### src/rtl/mem_stage_if.sv
// -----------------------------------------------------------------------------
// mem_stage_if
//   Data-memory request/ready port used by the MEM pipeline stage.
//   Ports (signals):
//     req    master->slave  access request
//     we     master->slave  1 = write, 0 = read
//     addr   master->slave  word-aligned byte address (ADDR_W bits)
//     wdata  master->slave  store data
//     rdata  slave->master  load data, valid when ready = 1
//     ready  slave->master  access completes this cycle
// -----------------------------------------------------------------------------
interface mem_stage_if #(
    parameter int ADDR_W = 32
);
    logic              req;
    logic              we;
    logic [ADDR_W-1:0] addr;
    logic [31:0]       wdata;
    logic [31:0]       rdata;
    logic              ready;

    modport master (output req, we, addr, wdata, input rdata, ready);
    modport slave  (input req, we, addr, wdata, output rdata, ready);
endinterface

### src/rtl/mem_stage.sv
// -----------------------------------------------------------------------------
// mem_stage
//   MEM pipeline stage plus MEM/WB register. Issues loads/stores on the dmem
//   port, stalls upstream while an access is outstanding, resolves BEQ/BNE and
//   flags misaligned or timed-out accesses in a sticky fault bit.
//   Ports:
//     clk, rst_n             clock / async active-low reset
//     EXE_MEM_*              EXE/MEM bundle (result/address, store data,
//                            branch target, dst reg, zero flag, controls)
//     dmem                   data-memory port (mem_stage_if.master)
//     MEM_PCSrc              take branch (combinational)
//     MEM_BranchTarget       branch target pass-through
//     MEM_Stall              hold PC, IF/ID, ID/EXE and EXE/MEM
//     MEM_Fault              sticky misalign/timeout error
//     MEM_WB_*               registered WB bundle
// -----------------------------------------------------------------------------
module mem_stage #(
    parameter int ADDR_W  = 32,
    parameter int TIMEOUT = 16
) (
    input  logic              clk,
    input  logic              rst_n,
    input  logic [31:0]       EXE_MEM_Result,
    input  logic [31:0]       EXE_MEM_Rt,
    input  logic [31:0]       EXE_MEM_BranchAddress,
    input  logic [4:0]        EXE_MEM_DstReg,
    input  logic              EXE_MEM_Zero,
    input  logic              EXE_MEM_BranchEqual,
    input  logic              EXE_MEM_BranchnotEqual,
    input  logic              EXE_MEM_MemRead,
    input  logic              EXE_MEM_MemWrite,
    input  logic              EXE_MEM_MemtoReg,
    input  logic              EXE_MEM_RegWrite,
    mem_stage_if.master       dmem,
    output logic              MEM_PCSrc,
    output logic [31:0]       MEM_BranchTarget,
    output logic              MEM_Stall,
    output logic              MEM_Fault,
    output logic [31:0]       MEM_WB_ReadData,
    output logic [31:0]       MEM_WB_Result,
    output logic [4:0]        MEM_WB_DstReg,
    output logic              MEM_WB_MemtoReg,
    output logic              MEM_WB_RegWrite
);
    localparam int CNT_W = $clog2(TIMEOUT + 1);

    typedef enum logic {S_IDLE, S_WAIT} state_t;

    state_t             r_state, w_state_nxt;
    logic [CNT_W-1:0]   r_cnt, w_cnt_nxt;
    logic               r_fault;

    logic w_acc, w_mis, w_ok, w_load;
    logic w_req, w_stall, w_complete, w_fault_set, w_bubble;

    assign w_acc  = EXE_MEM_MemRead | EXE_MEM_MemWrite;
    assign w_mis  = w_acc & (EXE_MEM_Result[1:0] != 2'b00);
    assign w_ok   = w_acc & ~w_mis;
    // Write wins when both controls are set, so this is a load only if MemWrite is clear.
    assign w_load = EXE_MEM_MemRead & ~EXE_MEM_MemWrite;

    // NOTE: every combinational output gets a default first so no path can infer a latch.
    always_comb begin
        w_state_nxt = r_state;
        w_cnt_nxt   = r_cnt;
        w_req       = 1'b0;
        w_stall     = 1'b0;
        w_complete  = 1'b0;
        w_fault_set = 1'b0;
        unique case (r_state)
            S_IDLE: begin
                if (w_ok) begin
                    w_req = 1'b1;
                    if (dmem.ready) begin
                        w_complete = 1'b1;
                    end else begin
                        w_stall     = 1'b1;
                        w_state_nxt = S_WAIT;
                        w_cnt_nxt   = CNT_W'(1);
                    end
                end else if (w_mis) begin
                    w_fault_set = 1'b1;
                end
            end
            S_WAIT: begin
                w_req = 1'b1;
                if (dmem.ready) begin
                    w_complete  = 1'b1;
                    w_state_nxt = S_IDLE;
                    w_cnt_nxt   = '0;
                end else if (r_cnt == CNT_W'(TIMEOUT)) begin
                    w_fault_set = 1'b1;
                    w_state_nxt = S_IDLE;
                    w_cnt_nxt   = '0;
                end else begin
                    w_stall   = 1'b1;
                    w_cnt_nxt = r_cnt + CNT_W'(1);
                end
            end
            default: w_state_nxt = S_IDLE;
        endcase
    end

    // Stall, misalign and timeout abort all turn the MEM/WB load into a bubble.
    assign w_bubble = w_stall | w_fault_set;

    // NOTE: state registers use non-blocking assignments so all flops update together at the edge.
    always_ff @(posedge clk or negedge rst_n) begin
        if (!rst_n) begin
            r_state <= S_IDLE;
            r_cnt   <= '0;
            r_fault <= 1'b0;
        end else begin
            r_state <= w_state_nxt;
            r_cnt   <= w_cnt_nxt;
            if (w_fault_set) r_fault <= 1'b1;
        end
    end

    // NOTE: only control/pipeline flops are reset; there is no storage array here needing it.
    always_ff @(posedge clk or negedge rst_n) begin
        if (!rst_n) begin
            MEM_WB_ReadData <= '0;
            MEM_WB_Result   <= '0;
            MEM_WB_DstReg   <= '0;
            MEM_WB_MemtoReg <= 1'b0;
            MEM_WB_RegWrite <= 1'b0;
        end else if (w_bubble) begin
            MEM_WB_ReadData <= '0;
            MEM_WB_Result   <= '0;
            MEM_WB_DstReg   <= '0;
            MEM_WB_MemtoReg <= 1'b0;
            MEM_WB_RegWrite <= 1'b0;
        end else begin
            MEM_WB_ReadData <= (w_complete && w_load) ? dmem.rdata : 32'h0;
            MEM_WB_Result   <= EXE_MEM_Result;
            MEM_WB_DstReg   <= EXE_MEM_DstReg;
            MEM_WB_MemtoReg <= EXE_MEM_MemtoReg;
            MEM_WB_RegWrite <= EXE_MEM_RegWrite;
        end
    end

    // Request and stall are forced low while reset is asserted so an in-flight
    // access is dropped immediately rather than at the next edge.
    assign dmem.req   = rst_n & w_req;
    assign dmem.we    = EXE_MEM_MemWrite;
    assign dmem.addr  = {EXE_MEM_Result[ADDR_W-1:2], 2'b00};
    assign dmem.wdata = EXE_MEM_Rt;
    assign MEM_Stall  = rst_n & w_stall;
    assign MEM_Fault  = r_fault;

    assign MEM_PCSrc        = (EXE_MEM_BranchEqual & EXE_MEM_Zero) |
                              (EXE_MEM_BranchnotEqual & ~EXE_MEM_Zero);
    assign MEM_BranchTarget = EXE_MEM_BranchAddress;
endmodule

### src/flat_wrapper.sv
// flat-port wrapper written by rule: the top's interface ports become plain ports
module mem_stage_flat 
#(
    parameter int ADDR_W  = 32,
    parameter int TIMEOUT = 16
)
  (clk, rst_n, EXE_MEM_Result, EXE_MEM_Rt, EXE_MEM_BranchAddress, EXE_MEM_DstReg, EXE_MEM_Zero, EXE_MEM_BranchEqual, EXE_MEM_BranchnotEqual, EXE_MEM_MemRead, EXE_MEM_MemWrite, EXE_MEM_MemtoReg, EXE_MEM_RegWrite, MEM_PCSrc, MEM_BranchTarget, MEM_Stall, MEM_Fault, MEM_WB_ReadData, MEM_WB_Result, MEM_WB_DstReg, MEM_WB_MemtoReg, MEM_WB_RegWrite, dmem_req, dmem_we, dmem_addr, dmem_wdata, dmem_rdata, dmem_ready);
  mem_stage_if #(.ADDR_W(ADDR_W)) dmem_i ();
  input  logic clk;
  input  logic rst_n;
  input  logic [31:0] EXE_MEM_Result;
  input  logic [31:0] EXE_MEM_Rt;
  input  logic [31:0] EXE_MEM_BranchAddress;
  input  logic [4:0] EXE_MEM_DstReg;
  input  logic EXE_MEM_Zero;
  input  logic EXE_MEM_BranchEqual;
  input  logic EXE_MEM_BranchnotEqual;
  input  logic EXE_MEM_MemRead;
  input  logic EXE_MEM_MemWrite;
  input  logic EXE_MEM_MemtoReg;
  input  logic EXE_MEM_RegWrite;
  output logic MEM_PCSrc;
  output logic [31:0] MEM_BranchTarget;
  output logic MEM_Stall;
  output logic MEM_Fault;
  output logic [31:0] MEM_WB_ReadData;
  output logic [31:0] MEM_WB_Result;
  output logic [4:0] MEM_WB_DstReg;
  output logic MEM_WB_MemtoReg;
  output logic MEM_WB_RegWrite;
  output wire logic [$bits(dmem_i.req)-1:0] dmem_req;
  output wire logic [$bits(dmem_i.we)-1:0] dmem_we;
  output wire logic [$bits(dmem_i.addr)-1:0] dmem_addr;
  output wire logic [$bits(dmem_i.wdata)-1:0] dmem_wdata;
  input wire logic [$bits(dmem_i.rdata)-1:0] dmem_rdata;
  input wire logic [$bits(dmem_i.ready)-1:0] dmem_ready;
  assign dmem_req = dmem_i.req;
  assign dmem_we = dmem_i.we;
  assign dmem_addr = dmem_i.addr;
  assign dmem_wdata = dmem_i.wdata;
  assign dmem_i.rdata = dmem_rdata;
  assign dmem_i.ready = dmem_ready;
  mem_stage #(.ADDR_W(ADDR_W), .TIMEOUT(TIMEOUT)) u_core (.clk(clk), .rst_n(rst_n), .EXE_MEM_Result(EXE_MEM_Result), .EXE_MEM_Rt(EXE_MEM_Rt), .EXE_MEM_BranchAddress(EXE_MEM_BranchAddress), .EXE_MEM_DstReg(EXE_MEM_DstReg), .EXE_MEM_Zero(EXE_MEM_Zero), .EXE_MEM_BranchEqual(EXE_MEM_BranchEqual), .EXE_MEM_BranchnotEqual(EXE_MEM_BranchnotEqual), .EXE_MEM_MemRead(EXE_MEM_MemRead), .EXE_MEM_MemWrite(EXE_MEM_MemWrite), .EXE_MEM_MemtoReg(EXE_MEM_MemtoReg), .EXE_MEM_RegWrite(EXE_MEM_RegWrite), .dmem(dmem_i), .MEM_PCSrc(MEM_PCSrc), .MEM_BranchTarget(MEM_BranchTarget), .MEM_Stall(MEM_Stall), .MEM_Fault(MEM_Fault), .MEM_WB_ReadData(MEM_WB_ReadData), .MEM_WB_Result(MEM_WB_Result), .MEM_WB_DstReg(MEM_WB_DstReg), .MEM_WB_MemtoReg(MEM_WB_MemtoReg), .MEM_WB_RegWrite(MEM_WB_RegWrite));
endmodule
### config.mk
export PLATFORM = sky130hd
export DESIGN_NAME = mem_stage_flat
export DESIGN_NICKNAME = d
export VERILOG_FILES = /design/src/rtl/mem_stage_if.sv /design/src/rtl/mem_stage.sv /design/src/flat_wrapper.sv
export SDC_FILE = /design/constraint.sdc
export NUM_CORES = 1
export LEC_CHECK = 0
export CORE_AREA = 3 3 123 125
export CTS_CLUSTER_SIZE = 30
export DETAILED_ROUTE_END_ITERATION = 10
export DIE_AREA = 0 0 126 128
export PLACE_DENSITY = 0.76
export SLEW_MARGIN = 20
export SYNTH_ARGS = -nofsm -noshare
export SYNTH_HDL_FRONTEND = slang
export SYNTH_SLANG_ARGS = --single-unit
### constraint.sdc
create_clock -name clk -period 1.4 [get_ports clk]
set_input_delay 0.21 -clock clk [delete_from_list [all_inputs] [get_ports clk]]
set_output_delay 0.21 -clock clk [all_outputs]
set_load 0.02 [all_outputs]
==> qor.yml <==
run_status:
  status: "complete, but fails checks"
  violations: "setup timing"
synthesis:
  synth_edf_count: 0
  syn_inst: 291
  yosysSeqAreaShare_pct: 56.28
  synth_ff_type: "dfrtp_1"
  avgSynthCellArea_um2: 11.92
  synth_cell_type_count: 30
  synth_most_common_cell: "buf_4"
  synth_seq_cells: 78
  async_flop_share_pct: 100.0
  synth_largest_area_cell: "dfrtp_1"
  netlist_top_cells_area: "dfrtp_1 56%, buf_4 21%, nor2b_1 7.4%"
  synth_common_cells: "97 x buf_4, 78 x dfrtp_1, 41 x nor2b_1, 32 x and2_1"
  synth.yosys.warnings: 0
  mappedNetlistArea_um2: 3468
  synth_top_area_share_pct: 56.28
place:
  port_buffers: 184
  gp_congestion: 0.7744
  placedInstanceArea_um2: 5011
  dp_slack_ns: -0.6845
  hpwlAfterDp_mm: 8.685
global_routing:
  first_global_vias: 2587
  antenna_found_initial: 0
  grt_max_degree: 69
  grt-ovfl-total: 0
  grt_use_total_pct: 13.36
  grt_pass1_wl_mm: 16.22
setup_path:
  crit_end: "MEM_Stall"
  reg2reg_to: "u_core.MEM_WB_Result[3]"
  critPathRequiredTime_ns: 1.19
  critPathCaptureType: "output pin"
  critical-path-max-stage-delay_ns: 0.39
  crit-reg2reg-launch: "u_core.r_state"
  crit_path_top_delay_cell: "dfrtp_1"
  cp-startpoint: "u_core.r_cnt[0]"
  path_class: "reg2out"
  worstSetupStartpointType: "flip-flop"
  cp.arrival_ns: 1.55
  reg2reg_depth: 8
  crit_chain: "inv_2 > ha_4 > and4bb_2 > nor2_4 > o21a_2 > buf_6"
  crit_fanout: 2
  r2r_setup_slack_ns: -0.17
routing:
  drt-total-wl_mm: 11.32
  ant_nets: 0
  wl_per_cell_um: 18.28
  initialDrtViolationCount: 54
  via_count: 2476
  drt_first_pass_iters: 4
  routed_via_density: 4.000
  drc: 0
power:
  combPwrFrac_pct: 21.9
  cellLeakagePower_nw: 2.912
  internal_power_mw: 4.287
  power.total_mw: 5.847
  p_clk_share_pct: 37.1
  p_sw_share_pct: 26.68
  pwr_density_cell_nw_per_um2: 1032
  p_seq_share_pct: 41.1
  p_sw_mw: 1.560
  peakVddDrop_mv: 0.5104
sta:
  finalHoldViolations: 0
  setup_viol: 77
  fin_hold_ws_ns: 0.3858
  timing.final.crit_share_pct: 125.6
  period_minus_slack_ns: 1.758
  slew_viol_final: 0
  finClkSkew_ns: 0.008755
  fmaxAchievable_ghz: 0.5689
  setup_ws_ns: -0.3578
  worstMarginPinSlew_ns: 0.6123
  tns_ns: -7.707
  max-slew-margin-rel_pct: 59.18
  rsz0062_at_grt: "yes"
floorplan:
  ios: 315
  die_w_um: 126
  rows: 43
  die-height_um: 128
  coreArea_um2: 13990
  die-area_um2: 16130
  start_util_pct: 24.79
finish:
  multi_input_area_um2: 944.7
  drive_gt1_share_pct: 25.97
  nNetsFinal: 579
  n_antenna_cell: 0
  n_fill_cell: 1357
  fin_area_um2: 5665
  seqCellArea_um2: 1952
  syn2layout_area_growth_pct: 63.35
cts:
  cts_made_buffers: 9
  htree_levels: 3
  clkLatencyLatePin_ns: 0.33
  cts.clk_slew.worst_paths_ns: 0.06
  cts.sinks: 78
  clockBufferDepth: 2
  cts_tree: "yes"
  cts_root_buf: "clkbuf_16"
min_path:
  hp-class: "in2async"
run:
  cap_violations: 0
==> logic make-up (layout without fill, tap and decap cells) <==
| kind of cell | Yosys count | after routing | synth area share (%) |
|---|---|---|---|
| xor gates and xnor gates | 1 | 1 | 0.2526 |
| muxes | 1 | 1 | 0.3247 |
| DFF | 78 | 78 | 56.28 |
| adders and majority gates | 2 | 2 | 0.7214 |
| AOI/OAI and AO/OA | 12 | 12 | 2.994 |
| buffers and inverters | 107 | 252 | 23.05 |
| other | 1 | 2 | 0.1081 |
| and+or+nand+nor | 89 | 91 | 16.27 |
==> critical path, delay by kind of cell, from the launching register on <==
kind,cells,cell delay (ns)
flip-flops,1,0.39
AND/OR/NAND/NOR,2,0.31
buffers and inverters,2,0.20
AO/OA/AOI/OAI,1,0.20
adder cells (fa/ha/maj),1,0.11
==> cell type report <==
type	count	area share [%]
sequential	78	34.45
clock inverter	7	1.016
multi-input combinational	109	16.67
tap	180	3.975
timing repair buffer	233	39.71
inverter	3	0.1988
clock buffer	9	3.975
==> sequential cells by signal, summed over array words and instances, names as in the netlist <==
register / cells
u_core.MEM_WB_ReadData: 32
u_core.MEM_WB_Result: 32
u_core.MEM_WB_DstReg: 5
u_core.r_cnt: 5
u_core.MEM_Fault: 1
u_core.MEM_WB_MemtoReg: 1
u_core.MEM_WB_RegWrite: 1
u_core.r_state: 1
==> cell usage in the layout, fill, tap and decap left out, types with 3 or more instances in the layout <==
cell type / netlist / final
and2_4: 0 / 15
and2_1: 32 / 17
nor2b_4: 0 / 8
clkdlybuf4s50_1: 0 / 73
nor2b_2: 0 / 6
buf_4: 97 / 28
buf_12: 0 / 8
dfrtp_1: 78 / 78
clkbuf_16: 0 / 10
nor2b_1: 41 / 27
buf_6: 4 / 14
a211o_1: 3 / 3
nor2_1: 4 / 3
dlygate4sd2_1: 0 / 106
==> worst min-delay path by stage <==
stage	startpoint	end	slack, ns
5_1_grt	rst_n	u_core.MEM_Fault	0.40
3_5_place_dp	rst_n	u_core.MEM_Fault	0.17
2_1_floorplan	rst_n	u_core.MEM_Fault	-0.09
6_report	rst_n	u_core.MEM_Fault	0.39
4_1_cts	rst_n	u_core.MEM_Fault	0.35
3_3_place_gp	rst_n	u_core.MEM_Fault	0.16
==> per-layer routing <==
metal | share of wire [%] | vias to the layer above | GRT usage, %
met4 | 2.4 | 0 | 5.047
met5 | 0 | - | 0
li1 | - | 1108 | -
met2 | 54 | 170 | 24.79
met3 | 12 | 35 | 6.125
met1 | 31 | 1163 | 12.92
==> power by group through the flow <==
| stage | clock network, mW | logic, mW | registers, mW |
|---|---|---|---|
| after floorplan | 0 | 0.591 | 2.57 |
| after global placement | 0 | 1.11 | 2.44 |
| after detailed placement | 0 | 1.13 | 2.45 |
| after CTS | 2.25 | 1.26 | 2.40 |
| after global routing | 2.33 | 1.36 | 2.41 |
| final | 2.17 | 1.28 | 2.40 |
==> metrics by stage <==
stage	cells	util [%]
final	619	40.50
after CTS	618	40.08
after floorplan	292	-
after global placement	581	35.82
after global routing	619	40.50
after detailed placement	581	35.82
==> timing repair <==
| action | CTS | global route |
|---|---|---|
| endpoints found under the hold margin | 10 | 0 |
| setup endpoints to repair | 182 | 133 |
| setup buffers | 17 | 7 |
| cloned | 4 | 1 |
| hold buffers | 1 | 0 |
| resized for setup | 169 | 24 |
| pin swaps | 26 | 4 |
Power figures use the tool's default switching activity.
